## src/rtl/ksa_shuffle_fsm.sv

```systemverilog
// RC4 key-scheduling shuffle stage.
// Walks i over 0..255 on a single-port 256x8 RAM that already holds s[i]=i,
// accumulating j = j + s[i] + key[i mod KEY_BYTES] and swapping s[i] with s[j].
// Each iteration takes six cycles: read i, latch i, read j, latch j, write j, write i.
// All outputs are registered and change on the edge that enters each state.
module ksa_shuffle_fsm #(
    parameter int unsigned KEY_BYTES = 3
) (
    input  logic                   clock,
    input  logic                   reset,
    input  logic                   start,
    input  logic [8*KEY_BYTES-1:0] secret_key,
    input  logic [7:0]             q,
    output logic [7:0]             address,
    output logic [7:0]             data,
    output logic                   write_enable,
    output logic                   finish
);

    localparam int unsigned KIDX_W = (KEY_BYTES > 1) ? $clog2(KEY_BYTES) : 1;

    typedef enum logic [2:0] {
        StIdle,
        StReadI,
        StLatchI,
        StReadJ,
        StLatchJ,
        StWriteJ,
        StWriteI,
        StDone
    } state_e;

    state_e              r_state;
    logic [7:0]          r_i;
    logic [7:0]          r_j;
    logic [KIDX_W-1:0]   r_kidx;
    logic [7:0]          r_si;
    logic [7:0]          r_sj;
    logic [7:0]          r_address;
    logic [7:0]          r_data;
    logic                r_we;
    logic                r_finish;

    logic [7:0]          w_key_byte;
    logic [7:0]          w_j_next;
    logic                w_kidx_last;

    // Select key byte kidx; byte 0 is the most significant byte of secret_key.
    always_comb begin
        w_key_byte = '0;
        for (int k = 0; k < int'(KEY_BYTES); k++) begin
            if (r_kidx == KIDX_W'(k)) begin
                w_key_byte = secret_key[8*(int'(KEY_BYTES)-k)-1 -: 8];
            end
        end
    end

    assign w_j_next    = r_j + q + w_key_byte;
    assign w_kidx_last = (r_kidx == KIDX_W'(KEY_BYTES - 1));

    // Shuffle sequencer with registered Moore outputs.
    always_ff @(posedge clock or negedge reset) begin
        if (!reset) begin
            r_state   <= StIdle;
            r_i       <= '0;
            r_j       <= '0;
            r_kidx    <= '0;
            r_si      <= '0;
            r_sj      <= '0;
            r_address <= '0;
            r_data    <= '0;
            r_we      <= 1'b0;
            r_finish  <= 1'b0;
        end else begin
            case (r_state)
                StIdle: begin
                    r_address <= '0;
                    r_data    <= '0;
                    r_we      <= 1'b0;
                    r_finish  <= 1'b0;
                    if (start) begin
                        r_i     <= '0;
                        r_j     <= '0;
                        r_kidx  <= '0;
                        r_state <= StReadI;
                    end
                end
                StReadI: begin
                    r_address <= r_i;
                    r_state   <= StLatchI;
                end
                StLatchI: begin
                    // q now holds s[i]; the new j is presented straight away.
                    r_si      <= q;
                    r_j       <= w_j_next;
                    r_address <= w_j_next;
                    r_state   <= StReadJ;
                end
                StReadJ: begin
                    r_address <= r_j;
                    r_state   <= StLatchJ;
                end
                StLatchJ: begin
                    r_sj      <= q;
                    r_address <= r_j;
                    r_data    <= r_si;
                    r_we      <= 1'b1;
                    r_state   <= StWriteJ;
                end
                StWriteJ: begin
                    r_address <= r_i;
                    r_data    <= r_sj;
                    r_we      <= 1'b1;
                    r_state   <= StWriteI;
                end
                StWriteI: begin
                    r_data <= '0;
                    r_we   <= 1'b0;
                    if (r_i == 8'hFF) begin
                        r_address <= '0;
                        r_finish  <= 1'b1;
                        r_state   <= StDone;
                    end else begin
                        r_i       <= r_i + 8'd1;
                        r_kidx    <= w_kidx_last ? '0 : r_kidx + KIDX_W'(1);
                        r_address <= r_i + 8'd1;
                        r_state   <= StReadI;
                    end
                end
                StDone: begin
                    r_address <= '0;
                    r_data    <= '0;
                    r_we      <= 1'b0;
                    r_finish  <= 1'b0;
                    r_state   <= StIdle;
                end
                default: begin
                    r_address <= '0;
                    r_data    <= '0;
                    r_we      <= 1'b0;
                    r_finish  <= 1'b0;
                    r_state   <= StIdle;
                end
            endcase
        end
    end

    assign address      = r_address;
    assign data         = r_data;
    assign write_enable = r_we;
    assign finish       = r_finish;

endmodule

```

## config.mk

```make
export PLATFORM = sky130hd
export DESIGN_NAME = ksa_shuffle_fsm
export DESIGN_NICKNAME = d
export VERILOG_FILES = /design/src/rtl/ksa_shuffle_fsm.sv
export SDC_FILE = /design/constraint.sdc
export NUM_CORES = 1
export LEC_CHECK = 0
export ABC_AREA = 1
export BUFFER_PORTS_ARGS = -buffer_cell sky130_fd_sc_hd__buf_2
export CAP_MARGIN = 10
export CORE_UTILIZATION = 56
export CTS_CLUSTER_DIAMETER = 50
export DETAILED_ROUTE_END_ITERATION = 7
export PLACE_DENSITY_LB_ADDON = 0.3
export SYNTH_ARGS = -nofsm -noshare
export SYNTH_HDL_FRONTEND = slang
export SYNTH_SLANG_ARGS = --single-unit
```

## constraint.sdc

```tcl
create_clock -name clock -period 3.7 [get_ports clock]
set_clock_uncertainty 0.2 [all_clocks]
set_input_delay 0.185 -clock clock [delete_from_list [all_inputs] [get_ports clock]]
set_output_delay 0.185 -clock clock [all_outputs]
set_load 0.02 [all_outputs]
```

==> results of run 1 <==
==> Yosys cell counts (all sizes together), types with 4 or more instances <==
library cell  instances  area (um2)
buf                   4        26.3
nand2               107         427
fa                    8         160
nand3                29         150
inv                  48         180
a31oi                 8        62.6
ha                    7        87.6
o21ai                39         195
o211ai                4        30.0
a21oi                 5        40.0
clkbuf                4        15.0
nor2                 27         114
a22oi                 5        37.5
nand4                 8        50.1
dfrtp                55        1380
==> repair_timing <==
item                                   in CTS  in global routing
endpoints found under the hold margin      42                  0
hold buffers                                8                  0
resized for setup                           0                  0
==> through the flow <==
step	worst slack [ns]	hold slack (ns)	instances	total power, mW
finish	0.787	0.0153	500	3.02
global route	0.489	0.00980	500	3.33
CTS	0.796	0.00416	500	3.02
detailed placement	0.809	-0.137	484	2.65
global placement	0.865	-0.141	484	2.60
floorplan	1.12	-0.311	369	2.25
==> critical path, stage by stage (launching register included) <==
cell and delay, ns:
dfrtp_1 0.43, nor2_1 0.40, inv_1 0.09, o21ai_0 0.21, fa_1 0.44, inv_1 0.09, ha_1 0.29, a21oi_1 0.15
nand2_1 0.07, nor2_1 0.16, nand3_1 0.11, nand3_1 0.11, nand2_1 0.06
==> registers in the layout, summed over array words and instances, names as in the netlist <==
name,count
r_state,3
address,8
r_i,8
write_enable,1
r_j,8
finish,1
r_si,8
r_sj,8
r_kidx,2
data,8
==> placed cells by master (no fill, tap or decap), drive strengths merged <==
master	synthesis	routed
clkinv	0	1
nor2	27	27
buf	4	53
o21ai	39	39
o22ai	1	1
inv	48	50
ha	7	7
o21bai	1	1
nor3	2	2
xnor2	2	2
nand3b	2	2
fa	8	8
a21oi	5	5
a21o	2	2
nand4	8	8
a22oi	5	5
o2111ai	1	1
o211ai	4	4
nand2	107	107
dlygate4sd3	0	8
nand3	29	29
clkbuf	4	5
dfrtp	55	55
a31oi	8	8
==> final timing paths <==
check	startpoint	end	cells after the start
max in group asynchronous	reset	r_state[0]$_DFFE_PN0P_	3
max reg2reg	r_kidx[0]$_DFFE_PN0P_	r_j[7]$_DFFE_PN0P_	12
min	q[7]	r_si[7]$_DFFE_PN0P_	3
min in group asynchronous	reset	r_sj[3]$_DFFE_PN0P_	2
max	r_kidx[0]$_DFFE_PN0P_	r_j[7]$_DFFE_PN0P_	12
min reg2reg	r_sj[0]$_DFFE_PN0P_	r_sj[0]$_DFFE_PN0P_	2
==> logic make-up after synthesis <==
logic type / Yosys count / share of synthesized area
AND/OR/NAND/NOR: 175 / 0.253
AO/OA/AOI/OAI: 66 / 0.133
adder cells (fa/ha/maj): 15 / 0.0817
flip-flops: 55 / 0.454
buffers and inverters: 56 / 0.0730
XOR/XNOR: 2 / 0.00578
==> where the power goes <==
part,total [mW],internal (mW),switching (mW)
logic,1.65,0.590,1.06
clock network,0.360,0.140,0.220
registers,1.02,0.841,0.175
==> area by class of cell <==
type | count | area (um2)
Sequential cell | 55 | 1380
Inverter | 48 | 180
Clock buffer | 5 | 68.8
Timing Repair Buffer | 61 | 348
Fill cell | 421 | 1650
Multi-Input combinational cell | 258 | 1430
Tap cell | 70 | 87.6
Clock inverter | 3 | 26.3
==> per-layer routing <==
| layer | wire (um) | vias up |
|---|---|---|
| li1 | - | 1320 |
| met1 | 3060 | 1232 |
| met2 | 3260 | 109 |
| met3 | 399 | 14 |
| met4 | 126 | 0 |
| met5 | 0 | - |
==> results.toml, run 1 <==
[global_routing]
met3_usage = 0.0344
grt_pass1_vias = 2482
track_usage = 0.273
grt_max_degree = 46
top_usage_layer = "met2"
grt_pass1_wl_mm = 11.5
use_met1 = 0.381
antenna_found_initial = 0
grt_remaining_overflow = 0
grtUsageMet2 = 0.446

[logic_synthesis]
synthCells = 369
ys_ff_latch = 55
synth.avg_cell_area_um2 = 8.22
yosys_warnings = 0
synth_enable_flop_cells = 0
synth_ff_type = "dfrtp_1"
netlist_area_mm2 = 0.00303
yosysUniqueCellTypes = 32
synth_nets = 419
synth_seq_area_share = 0.454
ys_async_sr_fraction = 1.00

[critical_path]
cp-end-kind = "flip-flop"
start_kind = "flip-flop"
cp_data_arrival_time_ns = 2.93
path_max_fanout = 9
rrSetupSlack_ns = 0.79
crit_type = "flip-flop to flip-flop"
cp.required_ns = 3.71

[power]
vdd_ir_drop_max_v = 0.000367
power_density_mw_per_mm2 = 859
p_leak_nw = 1.85

[clock_network]
cts.sinks = 55
postCtsSetupBuffers = 0
cts-root-buf = "clkbuf_8"
clock_latency_ns = 0.32
cts_tree = "done"
htreeDepth = 2
clk_pin_slew_ns = 0.11
cts_made_buffers = 5
cts.path.max_buffers = 2

[sta]
post-route-min-period_ns = 2.91
finalSetupViolCount = 0
fmax_mhz = 343
setup_tns_ns = 0
drv_slew = 0
rsz0062_at_grt = "no"
hold_viol_final = 0
worst_pin_slew_ns = 0.683
slew_headroom = 0.543
period_share = 0.787

[cells_and_area]
final_util = 0.681
area_growth_pct = 16.1
finalInstanceArea_mm2 = 0.00352
nets = 479
drive_gt1_frac = 0.177
antenna_cells = 0

[floorplan]
io_pins = 53
die_x_um = 75.6
start_util = 0.586
rows = 26
die_h_um = 75.6
core_mm2 = 0.00517
fp.dieArea_mm2 = 0.00571

[run]
maxCapViolations = 0

[routing]
wirelength_mm = 6.85
drc_errors = 0
first_pass_iters = 4
wl_per_cell_um = 13.7
via_count = 2675
first_iter_violations = 167
viasPerCell = 5.35
ant_nets = 0

[placement]
hpwl_mm = 5.15
place_area_mm2 = 0.00335
portBuffers = 52
globalplace.congestion = 0.928

[run_status]
outcome = "complete, no violations"

[worst_hold_path]
min-delay-path-class = "primary input to flip-flop"
(Power assumes the default switching activity.)
==> run 2, diff against run 1 <==
--- a/config.mk
+++ b/config.mk
@@ -5,10 +5,10 @@
 export SDC_FILE = /design/constraint.sdc
 export NUM_CORES = 1
 export LEC_CHECK = 0
-export ABC_AREA = 1
+export ABC_AREA = 0
 export BUFFER_PORTS_ARGS = -buffer_cell sky130_fd_sc_hd__buf_2
 export CAP_MARGIN = 10
-export CORE_UTILIZATION = 56
+export CORE_UTILIZATION = 51
 export CTS_CLUSTER_DIAMETER = 50
 export DETAILED_ROUTE_END_ITERATION = 7
 export PLACE_DENSITY_LB_ADDON = 0.3
==> constraint.sdc (replaced) <==
create_clock -name clock -period 2.5 [get_ports clock]
set_clock_uncertainty 0.2 [all_clocks]
set_input_delay 0.125 -clock clock [delete_from_list [all_inputs] [get_ports clock]]
set_output_delay 0.125 -clock clock [all_outputs]
set_load 0.02 [all_outputs]
==> run 2 against run 1 <==
The flow now finishes with violations (setup timing); hold slack improved by 0.15 ns; cell count fell by 4.0%; global-route usage shrank 1.9 points; via count increased by 1.5%; fmax rose by 1.8%; combinational power increased by 92%; sequential power grew 45%; clock power is 48% higher; area after synthesis is 3.3% higher.
==> results.toml, run 2 <==
[run_status]
outcome = "finished with violations"
violations = "setup timing"

[power]
internal_power_mw = 2.87
finalPower_mw = 5.17
switching_share = 0.445
power_density_mw_per_mm2 = 1330
net-switching-power_mw = 2.30
seq_power_share = 0.286
p_leak_nw = 1.87
p_comb_frac = 0.611
pwr-share-clk = 0.103
vdd_ir_drop_max_v = 0.000897

[worst_hold_path]
min-delay-path-class = "primary input to flip-flop"
holdPathStages = 5
min_to = "address[7]$_DFF_PN0_"
hp-start = "secret_key[7]"

[global_routing]
track_usage = 0.254
grt_max_degree = 38
grt_remaining_overflow = 0
grt_pass1_wl_mm = 12.3
antenna_found_initial = 0
grt_pass1_vias = 2513

[routing]
viasPerCell = 5.66
first_pass_iters = 4
wirelength_mm = 7.57
via_count = 2716
wl_per_cell_um = 15.8
first_iter_violations = 169
drc_errors = 0
ant_nets = 0

[placement]
globalplace.congestion = 0.896
portBuffers = 52
hpwl_mm = 5.55

[cells_and_area]
final_common_cell = "nand2_1"
antenna_cells = 0
area_growth_pct = 24.5
drive_gt1_frac = 0.304
final_util = 0.658
layout_common_cells = "nand2_1 (70), dfrtp_1 (55), buf_2 (52), buf_4 (23), o21ai_0 (16)"
nets = 454
n_fill_cell = 485

[floorplan]
io_pins = 53
core_mm2 = 0.00592
die_x_um = 80.4
rows = 28
fp.dieArea_mm2 = 0.00646
start_util = 0.529
die_h_um = 80.4

[clock_network]
cts.path.max_buffers = 2
htreeDepth = 2
cts.sinks = 55
cts-root-buf = "clkbuf_8"
clock_latency_ns = 0.32
cts_made_buffers = 5
clk_pin_slew_ns = 0.11
cts_tree = "done"

[critical_path]
start_kind = "flip-flop"
cp-end-kind = "flip-flop"
r2r-end = "address[7]$_DFF_PN0_"
path_max_fanout = 3
cp_data_arrival_time_ns = 2.86
regToRegStartpoint = "r_kidx[0]$_DFFE_PN0P_"
crit_type = "flip-flop to flip-flop"
cp.required_ns = 2.50
reg2regPathDepth = 12
rrSetupSlack_ns = -0.36

[sta]
setup_ws_ns = -0.361
fmax_mhz = 350
period_share = 1.14
rsz0062_at_grt = "yes"
drv_slew = 0
hold_viol_final = 0
post-route-min-period_ns = 2.86
finalSetupViolCount = 11
worst_pin_slew_ns = 0.839
slew_headroom = 0.441

[logic_synthesis]
synth_top_cell_area_share = 0.439
synth_seq_area_share = 0.439
ys_async_sr_fraction = 1.00
synth.area.top_cells = "dfrtp_1 (44%), nand2_1 (8.5%), mux2i_1 (5.4%), fa_1 (5.1%), o21ai_0 (3.8%)"
yosysUniqueCellTypes = 47
netlist_top_cells_count = "nand2_1 (71), dfrtp_1 (55), o21ai_0 (24), mux2i_1 (17), nor2_1 (16)"
synth_top_cell_by_area = "dfrtp_1"
synth_ff_type = "dfrtp_1"
synth_nets = 377
synth.avg_cell_area_um2 = 9.58
synthCells = 327
netlist_area_mm2 = 0.00313
ys_ff_latch = 55
yosysMostFrequentCell = "nand2_1"
yosys_warnings = 0
synth_enable_flop_cells = 0

[run]
maxCapViolations = 0
## run 2: kinds of logic after synthesis
group / synth area share
AO/OA/AOI/OAI: 0.156
AND/OR/NAND/NOR: 0.175
flip-flops: 0.439
XOR/XNOR: 0.0196
buffers and inverters: 0.0411
adder cells (fa/ha/maj): 0.0791
multiplexers: 0.0903
## run 2: worst max-delay path by stage
| stage | to | cells past startpoint | start |
|---|---|---|---|
| 6_report | address[7]$_DFF_PN0_ | 12 | r_kidx[0]$_DFFE_PN0P_ |
| 2_1_floorplan | r_j[7]$_DFFE_PN0P_ | 12 | r_kidx[0]$_DFFE_PN0P_ |
| 5_1_grt | address[6]$_DFF_PN0_ | 12 | r_kidx[0]$_DFFE_PN0P_ |
| 3_3_place_gp | address[6]$_DFF_PN0_ | 10 | r_kidx[0]$_DFFE_PN0P_ |
| 3_5_place_dp | address[6]$_DFF_PN0_ | 10 | r_kidx[0]$_DFFE_PN0P_ |
| 4_1_cts | address[7]$_DFF_PN0_ | 12 | r_kidx[0]$_DFFE_PN0P_ |
## run 2: layout make-up
type	instances	area (um2)	area share
flip-flops and latches	55	1380	0.353
multi-input cells	244	1730	0.445
clock buffers	5	68.8	0.0177
repair buffers	87	556	0.142
inverters	11	41.3	0.0106
clock inverters	3	28.8	0.00738
well taps	75	93.8	0.0241
## run 2: critical path: stages (launching register included)
cell and delay [ns]:
dfrtp_1 0.39, buf_6 0.12, mux2i_2 0.22, o21ai_2 0.10, fa_1 0.49, ha_2 0.20, inv_2 0.04, fa_2 0.34
nor2b_2 0.15, o31ai_2 0.08, a21oi_1 0.16, xnor2_1 0.16, o21ai_1 0.09
## run 2: stage by stage
stage | setup WS (ns) | cells | setup TNS [ns] | instance area, um2 | hold WS [ns]
floorplan | -0.245 | 327 | -0.999 | 3140 | -0.371
global placement | -0.457 | 459 | -2.80 | 3570 | 0.0682
detailed placement | -0.538 | 459 | -3.72 | 3570 | 0.0742
CTS | -0.331 | 478 | -2.37 | 3840 | 0.173
global route | -0.466 | 480 | -3.78 | 3900 | 0.226
finish | -0.361 | 480 | -2.60 | 3900 | 0.170
## run 2: repair_timing
action,4_1_cts,5_1_grt
hold buffers,10,0
endpoints found under the setup margin,12,12
setup buffers,1,2
hold endpoints to repair,52,0
gates resized for setup,20,12
pin swaps,9,12
gates cloned,0,0
## run 2: per-layer routing
metal | vias up | wire length [um] | track usage
li1 | 1292 | - | -
met3 | 17 | 473 | 0.0398
met1 | 1296 | 3350 | 0.348
met5 | - | 0 | 0
met4 | 0 | 188 | 0.102
met2 | 111 | 3560 | 0.403
## run 2: power groups by stage
stage | clock network (mW) | registers, mW | logic (mW)
3_3_place_gp | 0 | 1.49 | 2.67
3_5_place_dp | 0 | 1.50 | 2.74
5_1_grt | 0.578 | 1.52 | 3.47
6_report | 0.534 | 1.48 | 3.16
4_1_cts | 0.549 | 1.48 | 2.99
2_1_floorplan | 0 | 1.47 | 1.90
==> run 3, diff against run 2 <==
--- a/config.mk
+++ b/config.mk
@@ -15,3 +15,4 @@
 export SYNTH_ARGS = -nofsm -noshare
 export SYNTH_HDL_FRONTEND = slang
 export SYNTH_SLANG_ARGS = --single-unit
+export TNS_END_PERCENT = 30
==> run 3 against run 2 <==
The run still ends with setup timing left; sequential share of layout area fell by 0.74 points; non-clock buffer count rose by 2; register-to-register slack got worse by 0.10 ns; die area did not move; sequential power barely moved; flip-flop and latch count did not move; fmax fell by 3.4%; combinational power rose by 8.9%; via count fell by 0.22%; total power rose by 8.9%; count of clock-buffer cells in the layout did not move; clock power rose by 30%.
==> results.toml, run 3 (synthesis gave the netlist of run 2 again) <==
[critical_path]
cp_slowest_stage_delay_ns = 0.50
crit_type = "flip-flop to flip-flop"
cp_top_family = "adder cells"
start_kind = "flip-flop"
critPathSlowestCell = "fa_1"
path_cells = "buf_12 -> mux2i_1 -> o21ai_2 -> fa_1 -> ha_2 -> inv_2 -> fa_2 -> nor2b_4 -> o31ai_4 -> a21oi_2 -> xnor2_2 -> o21ai_1"
cp-end-kind = "flip-flop"
rrSetupSlack_ns = -0.46
cp.required_ns = 2.49
regToRegStartpoint = "r_kidx[0]$_DFFE_PN0P_"
r2r-end = "address[7]$_DFF_PN0_"
path_buf_inv = 2
cp_data_arrival_time_ns = 2.96
path_max_fanout = 6
reg2regPathDepth = 12

[clock_network]
cts_made_buffers = 5
htreeDepth = 2
clock_latency_ns = 0.31
cts-root-buf = "clkbuf_8"
clk_pin_slew_ns = 0.10
cts.path.max_buffers = 2
cts_tree = "done"
cts.sinks = 55

[cells_and_area]
multi_input_area_mm2 = 0.00175
layout_common_cells = "nand2_1 (71), dfrtp_1 (55), buf_2 (52), buf_4 (24)"
seq_area_mm2 = 0.00138
final_common_cell = "nand2_1"
finalInstanceArea_mm2 = 0.00398
antenna_cells = 0
n_fill_cell = 464
final_util = 0.673
drive_gt1_frac = 0.307
area_growth_pct = 27.2
instances_no_fill = 482
nets = 456

[floorplan]
die_x_um = 80.4
rows = 28
io_pins = 53
fp.dieArea_mm2 = 0.00646
start_util = 0.529
die_h_um = 80.4
core_mm2 = 0.00592

[power]
p_leak_nw = 1.91
vdd_ir_drop_max_v = 0.000795
power_density_mw_per_mm2 = 1410
finalPower_mw = 5.63

[worst_hold_path]
min_to = "r_j[7]$_DFFE_PN0P_"
holdPathStages = 5
hp-start = "secret_key[7]"
min-delay-path-class = "primary input to flip-flop"

[global_routing]
grt_pass1_wl_mm = 12.4
track_usage = 0.255
grt_remaining_overflow = 0
grt_max_degree = 56
antenna_found_initial = 0
grt_pass1_vias = 2611

[sta]
setup_tns_ns = -3.43
rsz0062_at_grt = "yes"
hold_ws_ns = 0.255
slew_headroom = 0.531
hold_viol_final = 0
setup_ws_ns = -0.461
post-route-min-period_ns = 2.96
worst_pin_slew_ns = 0.703
drv_slew = 0
finalSetupViolCount = 12
period_share = 1.18
fmax_mhz = 338

[placement]
dp_cells = 461
place_area_mm2 = 0.00359
hpwl_mm = 5.40
globalplace.congestion = 0.902
place_ws_ns = -0.585
portBuffers = 52

[routing]
viasPerCell = 5.62
ant_nets = 0
wirelength_mm = 7.78
first_pass_iters = 4
wl_per_cell_um = 16.1
first_iter_violations = 146
drc_errors = 0
via_count = 2710

[run_status]
violations = "setup timing"
outcome = "finished with violations"

[run]
maxCapViolations = 0
## run 3: worst max-delay path by stage
stage | slack, ns | endpoint | startpoint | cells after the start
finish | -0.46 | address[7]$_DFF_PN0_ | r_kidx[0]$_DFFE_PN0P_ | 12
global route | -0.57 | address[6]$_DFF_PN0_ | r_kidx[0]$_DFFE_PN0P_ | 11
CTS | -0.41 | address[6]$_DFF_PN0_ | r_kidx[0]$_DFFE_PN0P_ | 13
detailed placement | -0.58 | address[6]$_DFF_PN0_ | r_kidx[0]$_DFFE_PN0P_ | 10
global placement | -0.47 | address[6]$_DFF_PN0_ | r_kidx[0]$_DFFE_PN0P_ | 10
floorplan | -0.25 | r_j[7]$_DFFE_PN0P_ | r_kidx[0]$_DFFE_PN0P_ | 12
## run 3: power by group
group | internal (mW) | switching, mW
Clock | 0.399 | 0.297
Sequential | 1.23 | 0.269
Combinational | 1.59 | 1.85
Total | 3.22 | 2.41
## run 3: cell type report
class,instances,area share
clock buffers,5,0.0173
multi-input cells,244,0.440
clock inverters,3,0.0170
well taps,75,0.0236
inverters,11,0.0104
flip-flops and latches,55,0.346
repair buffers,89,0.146
## run 3: worst register-to-register path, stage by stage, from the launching register on
cell and delay [ns]:
dfrtp_1 0.43, buf_12 0.14, mux2i_1 0.21, o21ai_2 0.09
fa_1 0.50, ha_2 0.20, inv_2 0.04, fa_2 0.36
nor2b_4 0.17, o31ai_4 0.08, a21oi_2 0.17, xnor2_2 0.15
o21ai_1 0.11
## run 3: what timing repair did
item | in CTS | in global routing
pin swaps | 9 | 14
hold endpoints to repair | 72 | 0
gates resized for setup | 19 | 17
hold buffers | 10 | 0
endpoints found under the setup margin | 12 | 12
setup buffers | 2 | 1
## run 3: per-layer routing
metal | global-route usage | vias up | routed length (um)
met2 | 0.423 | 90 | 3970
met3 | 0.0364 | 18 | 351
met1 | 0.344 | 1309 | 3270
met5 | 0 | - | 0
met4 | 0.0786 | 0 | 192
li1 | - | 1293 | -
